===== config.mk =====
export PLATFORM = sky130hd
export DESIGN_NAME = x2050mvseq
export DESIGN_NICKNAME = d
export VERILOG_FILES = /design/src/rtl/x2050mvseq.sv
export SDC_FILE = /design/constraint.sdc
export NUM_CORES = 1
export LEC_CHECK = 0
export ABC_AREA = 1
export CAP_MARGIN = 20
export CORE_ASPECT_RATIO = 0.8
export CORE_MARGIN = 2
export CORE_UTILIZATION = 43
export CTS_BUF_LIST = sky130_fd_sc_hd__clkbuf_2
export DETAILED_ROUTE_END_ITERATION = 6
export PLACE_DENSITY = 0.83
export SLEW_MARGIN = 20
export SYNTH_ARGS = -nofsm -noshare
export SYNTH_HDL_FRONTEND = slang
export SYNTH_SLANG_ARGS = --single-unit

===== constraint.sdc =====
create_clock -name i_clk -period 1.5 [get_ports i_clk]
set_input_delay 0.3 -clock i_clk [delete_from_list [all_inputs] [get_ports i_clk]]
set_output_delay 0.3 -clock i_clk [all_outputs]
set_load 0.05 [all_outputs]

===== src/rtl/x2050mvseq.sv =====
`default_nettype none
//============================================================================
// Module   : x2050mvseq
// Purpose  : Mover sequencer for 2050 storage-to-storage logical operations
//            (MVC, NC, OC, XC). A single command first programs the mover's
//            CPU-mode WFN register with an SS=38 cycle. It then streams one
//            byte per iteration from the U (second operand) and V (first
//            operand) sources through the mover. Each W result is returned
//            on a ready/valid port.
// Ports    : i_clk, i_reset        clock, synchronous active-high reset
//            i_start/i_op/i_len    command (accepted in IDLE only)
//            o_busy                high whenever not IDLE
//            i_u_* / o_u_ready     second-operand byte stream
//            i_v_* / o_v_ready     first-operand byte stream (unused by MVC)
//            o_u,o_v,o_e,o_ss,
//            o_ul,o_ur,
//            o_ros_advance,
//            o_io_mode             mover controls (CPU mode only)
//            i_w_reg               mover W output
//            o_w_* / i_w_ready     result byte stream
//            o_done, o_cc          end-of-operation pulse, condition code
// Config   : X2050_MVSEQ_CC_EN     when defined, track all-zero results and
//                                  report them on o_cc; otherwise o_cc = 0
// Revision : 1.0  initial release
//============================================================================
module x2050mvseq (
    input  logic       i_clk,
    input  logic       i_reset,
    input  logic       i_start,
    input  logic [1:0] i_op,
    input  logic [7:0] i_len,
    output logic       o_busy,
    input  logic       i_u_valid,
    input  logic [7:0] i_u_data,
    output logic       o_u_ready,
    input  logic       i_v_valid,
    input  logic [7:0] i_v_data,
    output logic       o_v_ready,
    output logic [7:0] o_u,
    output logic [7:0] o_v,
    output logic [3:0] o_e,
    output logic [5:0] o_ss,
    output logic [1:0] o_ul,
    output logic [1:0] o_ur,
    output logic       o_ros_advance,
    output logic       o_io_mode,
    input  logic [7:0] i_w_reg,
    output logic       o_w_valid,
    output logic [7:0] o_w_data,
    input  logic       i_w_ready,
    output logic       o_done,
    output logic [1:0] o_cc
);

    localparam logic [1:0] c_OP_MVC = 2'd0;
    localparam logic [1:0] c_OP_NC  = 2'd1;
    localparam logic [1:0] c_OP_OC  = 2'd2;
    localparam logic [1:0] c_OP_XC  = 2'd3;
    localparam logic [5:0] c_SS_SETWFN = 6'd38;
    localparam logic [1:0] c_SEL_BYTE  = 2'd3;

    typedef enum logic [2:0] {
        S_IDLE   = 3'd0,
        S_SETWFN = 3'd1,
        S_FETCH  = 3'd2,
        S_MOVE   = 3'd3,
        S_OUT    = 3'd4,
        S_DONE   = 3'd5
    } state_t;

    state_t     r_state;
    state_t     w_next;
    logic [1:0] r_op;
    logic [7:0] r_cnt;
    logic [7:0] r_u;
    logic [7:0] r_v;
    logic [7:0] r_w_data;
    logic       w_is_mvc;
    logic       w_xfer;

    assign w_is_mvc = (r_op == c_OP_MVC);

    // Both operand bytes are consumed together; MVC needs only the U byte.
    assign w_xfer = (r_state == S_FETCH) && i_u_valid && (w_is_mvc || i_v_valid);

    //------------------------------------------------------------------
    // State register
    //------------------------------------------------------------------
    always_ff @(posedge i_clk) begin
        if (i_reset) begin
            r_state <= S_IDLE;
        end else begin
            r_state <= w_next;
        end
    end

    //------------------------------------------------------------------
    // Next state and mover / handshake controls
    //------------------------------------------------------------------
    always_comb begin
        w_next        = r_state;
        o_ss          = 6'd0;
        o_e           = 4'd0;
        o_ros_advance = 1'b0;
        o_ul          = 2'd0;
        o_ur          = 2'd0;
        o_u           = r_u;
        // MVC never presents a first-operand byte to the mover.
        o_v           = w_is_mvc ? 8'h00 : r_v;
        o_u_ready     = 1'b0;
        o_v_ready     = 1'b0;
        o_w_valid     = 1'b0;
        o_done        = 1'b0;

        case (r_state)
            S_IDLE: begin
                if (i_start) begin
                    w_next = S_SETWFN;
                end
            end
            S_SETWFN: begin
                o_ss          = c_SS_SETWFN;
                o_ros_advance = 1'b1;
                case (r_op)
                    c_OP_MVC: o_e = 4'b0100;
                    c_OP_NC:  o_e = 4'b0010;
                    c_OP_OC:  o_e = 4'b0001;
                    c_OP_XC:  o_e = 4'b0011;
                    default:  o_e = 4'b0000;
                endcase
                w_next = S_FETCH;
            end
            S_FETCH: begin
                o_u_ready = 1'b1;
                o_v_ready = !w_is_mvc;
                if (w_xfer) begin
                    w_next = S_MOVE;
                end
            end
            S_MOVE: begin
                o_ul   = c_SEL_BYTE;
                o_ur   = c_SEL_BYTE;
                w_next = S_OUT;
            end
            S_OUT: begin
                o_w_valid = 1'b1;
                if (i_w_ready) begin
                    // Count reaches 0 on the last byte, so L=255 yields
                    // 256 bytes without the counter wrapping.
                    w_next = (r_cnt == 8'd0) ? S_DONE : S_FETCH;
                end
            end
            S_DONE: begin
                o_done = 1'b1;
                w_next = S_IDLE;
            end
            default: begin
                w_next = S_IDLE;
            end
        endcase
    end

    //------------------------------------------------------------------
    // Command, operand and result registers
    //------------------------------------------------------------------
    always_ff @(posedge i_clk) begin
        if (i_reset) begin
            r_op     <= 2'd0;
            r_cnt    <= 8'd0;
            r_u      <= 8'd0;
            r_v      <= 8'd0;
            r_w_data <= 8'd0;
        end else begin
            case (r_state)
                S_IDLE: begin
                    if (i_start) begin
                        r_op  <= i_op;
                        r_cnt <= i_len;
                    end
                end
                S_FETCH: begin
                    if (w_xfer) begin
                        r_u <= i_u_data;
                        r_v <= i_v_data;
                    end
                end
                S_MOVE: begin
                    r_w_data <= i_w_reg;
                end
                S_OUT: begin
                    if (i_w_ready && (r_cnt != 8'd0)) begin
                        r_cnt <= r_cnt - 8'd1;
                    end
                end
                default: begin
                end
            endcase
        end
    end

    assign o_busy    = (r_state != S_IDLE);
    assign o_w_data  = r_w_data;
    assign o_io_mode = 1'b0;

`ifdef X2050_MVSEQ_CC_EN
    // Set once any result byte is nonzero; cleared when a command is taken.
    logic r_nz;

    always_ff @(posedge i_clk) begin
        if (i_reset) begin
            r_nz <= 1'b0;
        end else if ((r_state == S_IDLE) && i_start) begin
            r_nz <= 1'b0;
        end else if ((r_state == S_MOVE) && (i_w_reg != 8'h00)) begin
            r_nz <= 1'b1;
        end
    end

    // MVC always reports CC 0.
    assign o_cc = (r_nz && !w_is_mvc) ? 2'b01 : 2'b00;
`else
    assign o_cc = 2'b00;
`endif

endmodule

`default_nettype wire


-- Yosys cells after proc, flatten, opt, wreduce, memory -nomap -nowiden
Index checks and enable logic that the tools add are counted.
- bits in registers: 37
- logic and storage cells: 52
- input bits: 40
- output and inout port bits: 47
- reduce and logical (&&, ||, !) cells: 15
- add/subtract/negate cells: 1
- muxes and demuxes: 18
- equal/unequal tests: 12
- operators by type and width (kind ; count):
    2-to-1 mux 8 bit ; 3
    case mux 4 bit (4 select lines) ; 1
    case mux 8 bit (2 select lines) ; 1
    case mux 3 bit (5 select lines) ; 1
    2-to-1 mux 3 bit ; 4
    zero test 8 bit ; 1
    != test 2 bit, second input constant ; 4
    nonzero test 8 bit ; 1
    subtractor 8 x 1 -> 8 bit, second input constant ; 1
    == test 3 x 2 -> 1 bit, second input constant ; 2
    == test 3 bit, second input constant ; 2
    2-to-1 mux 6 bit ; 1
    AND reduction 3 bit ; 2
    2-to-1 mux 1 bit ; 5
    == test 2 bit, second input constant ; 2
    2-to-1 mux 4 bit ; 1
    AND reduction 2 bit ; 2
    == test 3 x 1 -> 1 bit, second input constant ; 1
    logical AND 1 bit ; 3
    zero test 3 bit ; 1
    nonzero test 3 bit ; 1
    == test 2 x 1 -> 1 bit, second input constant ; 1
    zero test 2 bit ; 1
    2-to-1 mux 2 bit ; 1
    3 further kinds ; 3

-- Depth between registers and ports, before layout
- depth in word-level cells: 5
- depth in mapped cells: 10
- depth with buffers taken out: 10

-- Worst setup path before layout
OpenSTA, ideal clock, no wires.
- path type: register to output
- start point: reg r_state[2]
- end point: out o_e[2]
- required time: 1200 ps
- buffers on the path: 0
- slack: -473 ps
- data arrival time: 1673 ps
- stages on the path, launching flop included: 4
- cell sequence: dfxtp_1 > inv_1 > nand3_1 > nor3_1
- word-level cells in the longest chain between the ends: 2
- ends and longest elaborated chain (what ; line ; source):
    start, declared ; 71 ; state_t r_state;
    start signal, assigned ; 93 ; r_state <= w_next;
    == test 3 x 1 -> 1 bit ; 115 ; case (r_state)
    2-to-1 mux 4 bit ; 115 ;
    end, declared ; 41 ; output logic [3:0] o_e,
Every way passes these cells.

-- Worst setup path after layout
- start point: reg r_state[2]
- end point: out o_ss[2]
- word-level cells in the longest chain between the ends: 2
- ends and longest elaborated chain (what ; line ; source):
    == test 3 x 1 -> 1 bit ; 115 ;
    2-to-1 mux 6 bit ; 115 ;
    end, declared ; 42 ; output logic [5:0] o_ss,
Every way passes these cells.

==> summary.txt <==
Outcome
  – Outcome: finished with violations
  – Failing checks: setup timing

Route
  – Routed via count: about 2400
  – DRC viols: 0
  – Starting DRT DRC Count: around 290
  – DRT antenna net count: 0
  – Routed length per instance: 18.14 um
  – Vias per cell: roughly 5.4
  – Total Routed Length: 8.038 mm
  – Pre-antenna DRT Iters: 6

Cells and area
  – Register area: between 700 and 800 um2
  – Fill cell count: about 200
  – Nets@finish: 427
  – Diodes inserted: 0
  – Multi-input logic area: approximately 0.0012 mm2
  – Layout cells sized above 1: 0.3860
  – Post-Route Utilization: 0.8897
  – Layout Cells excl Fill: roughly 440
  – P&R area growth vs syn: 95.96%

Power
  – Comb power frac: 0.709
  – Sw frac: 0.4957
  – Power share of the sequential group: 0.218
  – Power Density: 1864 mW/mm2
  – Clock group share of total power: 0.073
  – Design Power: 7014 uW
  – Internal power: 3537 uW
  – P_leak: 0.001570 uW
  – Max VDD drop: 1.117 mV
  – Switch Pwr: around 3500 uW

Flow run
  – Max-Cap Viols: 0

Die
  – Die width: slightly below 80 um
  – Vert. Die Dim: ~64 um
  – # IOs: between 80 and 90
  – Initial Util: 0.4540
  – Rows: 21
  – Total core area: 0.004230 mm2
  – Die area: between 0.005 and 0.006 mm2

Synth
  – Largest cells by area after synthesis: dfxtp_1 (39%), nor2_1 (14%), o21ai_0 (7.0%)
  – Largest family of logic cells by synthesized area: simple AND/OR/NAND/NOR gates
  – Adder-cell share of the synthesized area: 0.01303
  – Sequential fraction of the synthesis area: 0.3857
  – Yosys top cell area share: 0.3857
  – Simple-Gate Fraction of Synth Area: 0.3088
  – Synth Warn #: 0
  – Synth Area in XOR/XNOR: 0
  – Syn avg cell area: ~6.9 um2
  – Largest area contributor in the netlist: dfxtp_1
  – Compound-gate portion of the synthesized area: 0.1498
  – Mux contribution to synthesized area: 0
  – Cell variety after synth: 27
  – Cells after synthesis: 278
  – Post-Synthesis Cell Area: roughly 0.0019 mm2
  – FF+latch count, synth: 37

Worst hold path
  – Hold EP: o_u[3]
  – Min-Delay Path Depth: 3
  – Worst Hold Class: in2reg
  – Hold Startpoint: i_u_data[3]

Timing
  – RSZ-0062 raised after global routing: true
  – Final setup margin: -0.3174 ns
  – Fmax: about 550 MHz
  – Shortest period the worst path allows: 1.817 ns
  – Slew Limit Fails: 0
  – Final hold violations: 0
  – Hold_ws: 0.4316 ns
  – Setup skew after layout: 0.01107 ns
  – Fin crit share: 1.212
  – Setup violators final: 38

Clock tree
  – H-tree lvl count: 2
  – Root Driver: clkbuf_2
  – Max clock buf depth: 2
  – Number of CTS-inserted buffers: 5
  – Worst-path clk slew: around 0.23 ns
  – CTS sink cnt: 37
  – Worst-Skew Late Latency: between 0.4 and 0.5 ns
  – CTS tree: built
  – Hold Buf Count CTS: 0

Worst setup path
  – Worst R2R End: r_cnt[3]
  – CP endpoint kind: output port
  – Critical path peak fanout: 5
  – WP data required: around 1.2 ns
  – Crit path DAT: approximately 1.5 ns
  – Worst R2R Path Depth: 9
  – R2r setup slk: -0.08 ns
  – R2R Path Start: r_state[0]
  – Critical path startpoint category: flop
  – Worst Setup Path Type: reg2out

Placement
  – Inst Count DP: between 400 and 500
  – Routability Congestion: just over 0.9
  – Port Buffers: 79
  – DPL Wire Length: between 4 and 5 mm

GRT
  – Antenna violations before repair: 0
  – Via count of the first global-routing pass: roughly 2200
  – First-pass GRT wire length: around 10 mm
  – Congestion Overflow GR: 0
  – GRT Total Usage: 0.2710
  – Largest net degree at the start of global routing: 31
-- cell type report --
cell class                 count  area share
sequential                    37      0.2021
clock buffer                   5    0.006649
timing repair buffer         115      0.4222
clock inverter                 3    0.005652
tap                           57     0.01895
multi-input combinational    195      0.3082
inverter                      31     0.03624
-- repair_timing --
action,CTS,global route
buffers inserted,15,5
pin swaps,3,17
setup endpoints to repair,26,32
gates resized for setup,39,46
gates cloned,1,2
-- placed cells by master (no fill, tap or decap), types with 13 or more instances in the layout --
cell             count
nor2_1              53
buf_12              43
clkdlybuf4s50_1     39
dfxtp_1             31
nand2_1             28
inv_1               23
o21ai_0             22
buf_4               21
nor2_4              15
a21oi_1             13
-- synthesized netlist by cell type --
master    instances
nor2_1           70
dfxtp_1          37
nand2_1          31
inv_1            28
o21ai_0          27
a21oi_1          16
buf_4            13
nand3_1          11
o21ai_1           6
clkbuf_1          4
nor2_4            4
buf_6             3
nand2_2           3
nor3_1            3
o21ai_2           3
ha_1              2
inv_2             2
nand2_4           2
nand3_2           2
nand4_1           2
nor2_2            2
or2_1             2
a21oi_2           1
buf_2             1
conb_1            1
inv_4             1
o21bai_1          1
-- metal layers --
metal	vias to the layer above	part of all wire	track usage	wire, um
met5	-	0	0	0
met4	0	0.050	0.06798	402
met3	44	0.086	0.1045	691
met2	171	0.50	0.4968	4058
met1	1120	0.36	0.2918	2885
li1	1075	-	-	-
-- flip-flops by register name, indices dropped and copies added (netlist names) --
name and cells:
r_op 2, o_w_data 8, r_state 3, r_v 8, o_u 8, r_cnt 8
-- cells by family (layout without fill, tap and decap cells) --
group | count (synthesis) | count (layout)
AOI/OAI and AO/OA | 54 | 54
adders and majority gates | 2 | 2
buffers and inverters | 52 | 154
DFF | 37 | 37
other | 1 | 7
and+or+nand+nor | 132 | 132
-- worst max-delay path, stage by stage (launching register included) --
cell,delay (ns)
dfxtp_4,0.42
clkinvlp_4,0.11
nand3_4,0.12
clkinvlp_4,0.23
buf_12,0.22
-- worst max path at each step --
stage | from | end
after floorplan | r_state[0] | r_state[1]
after global placement | i_start | r_cnt[5]
after detailed placement | i_start | r_cnt[6]
after CTS | r_state[0] | o_v_ready
after global routing | r_state[0] | o_v_ready
final | r_state[2] | o_ss[2]
-- per-stage QoR --
stage                     setup slack (ns)  setup TNS [ns]  instance area [um2]
final                              -0.3174          -5.896                 3764
after global routing               -0.3999          -8.573                 3764
after CTS                          -0.2403          -4.368                 3522
after detailed placement           -0.1073         -0.6963                 3197
after global placement            -0.02686        -0.05171                 3197
after floorplan                   -0.06972         -0.2380                 1978
-- power groups by stage --
stage,Clock [uW],Combinational (uW),Sequential (uW)
after floorplan,0,2070,1670
after global placement,0,3590,1480
after detailed placement,0,3670,1490
after CTS,496,4260,1490
after global routing,574,5170,1550
final,510,4970,1530
Power figures use the tool's default switching activity.
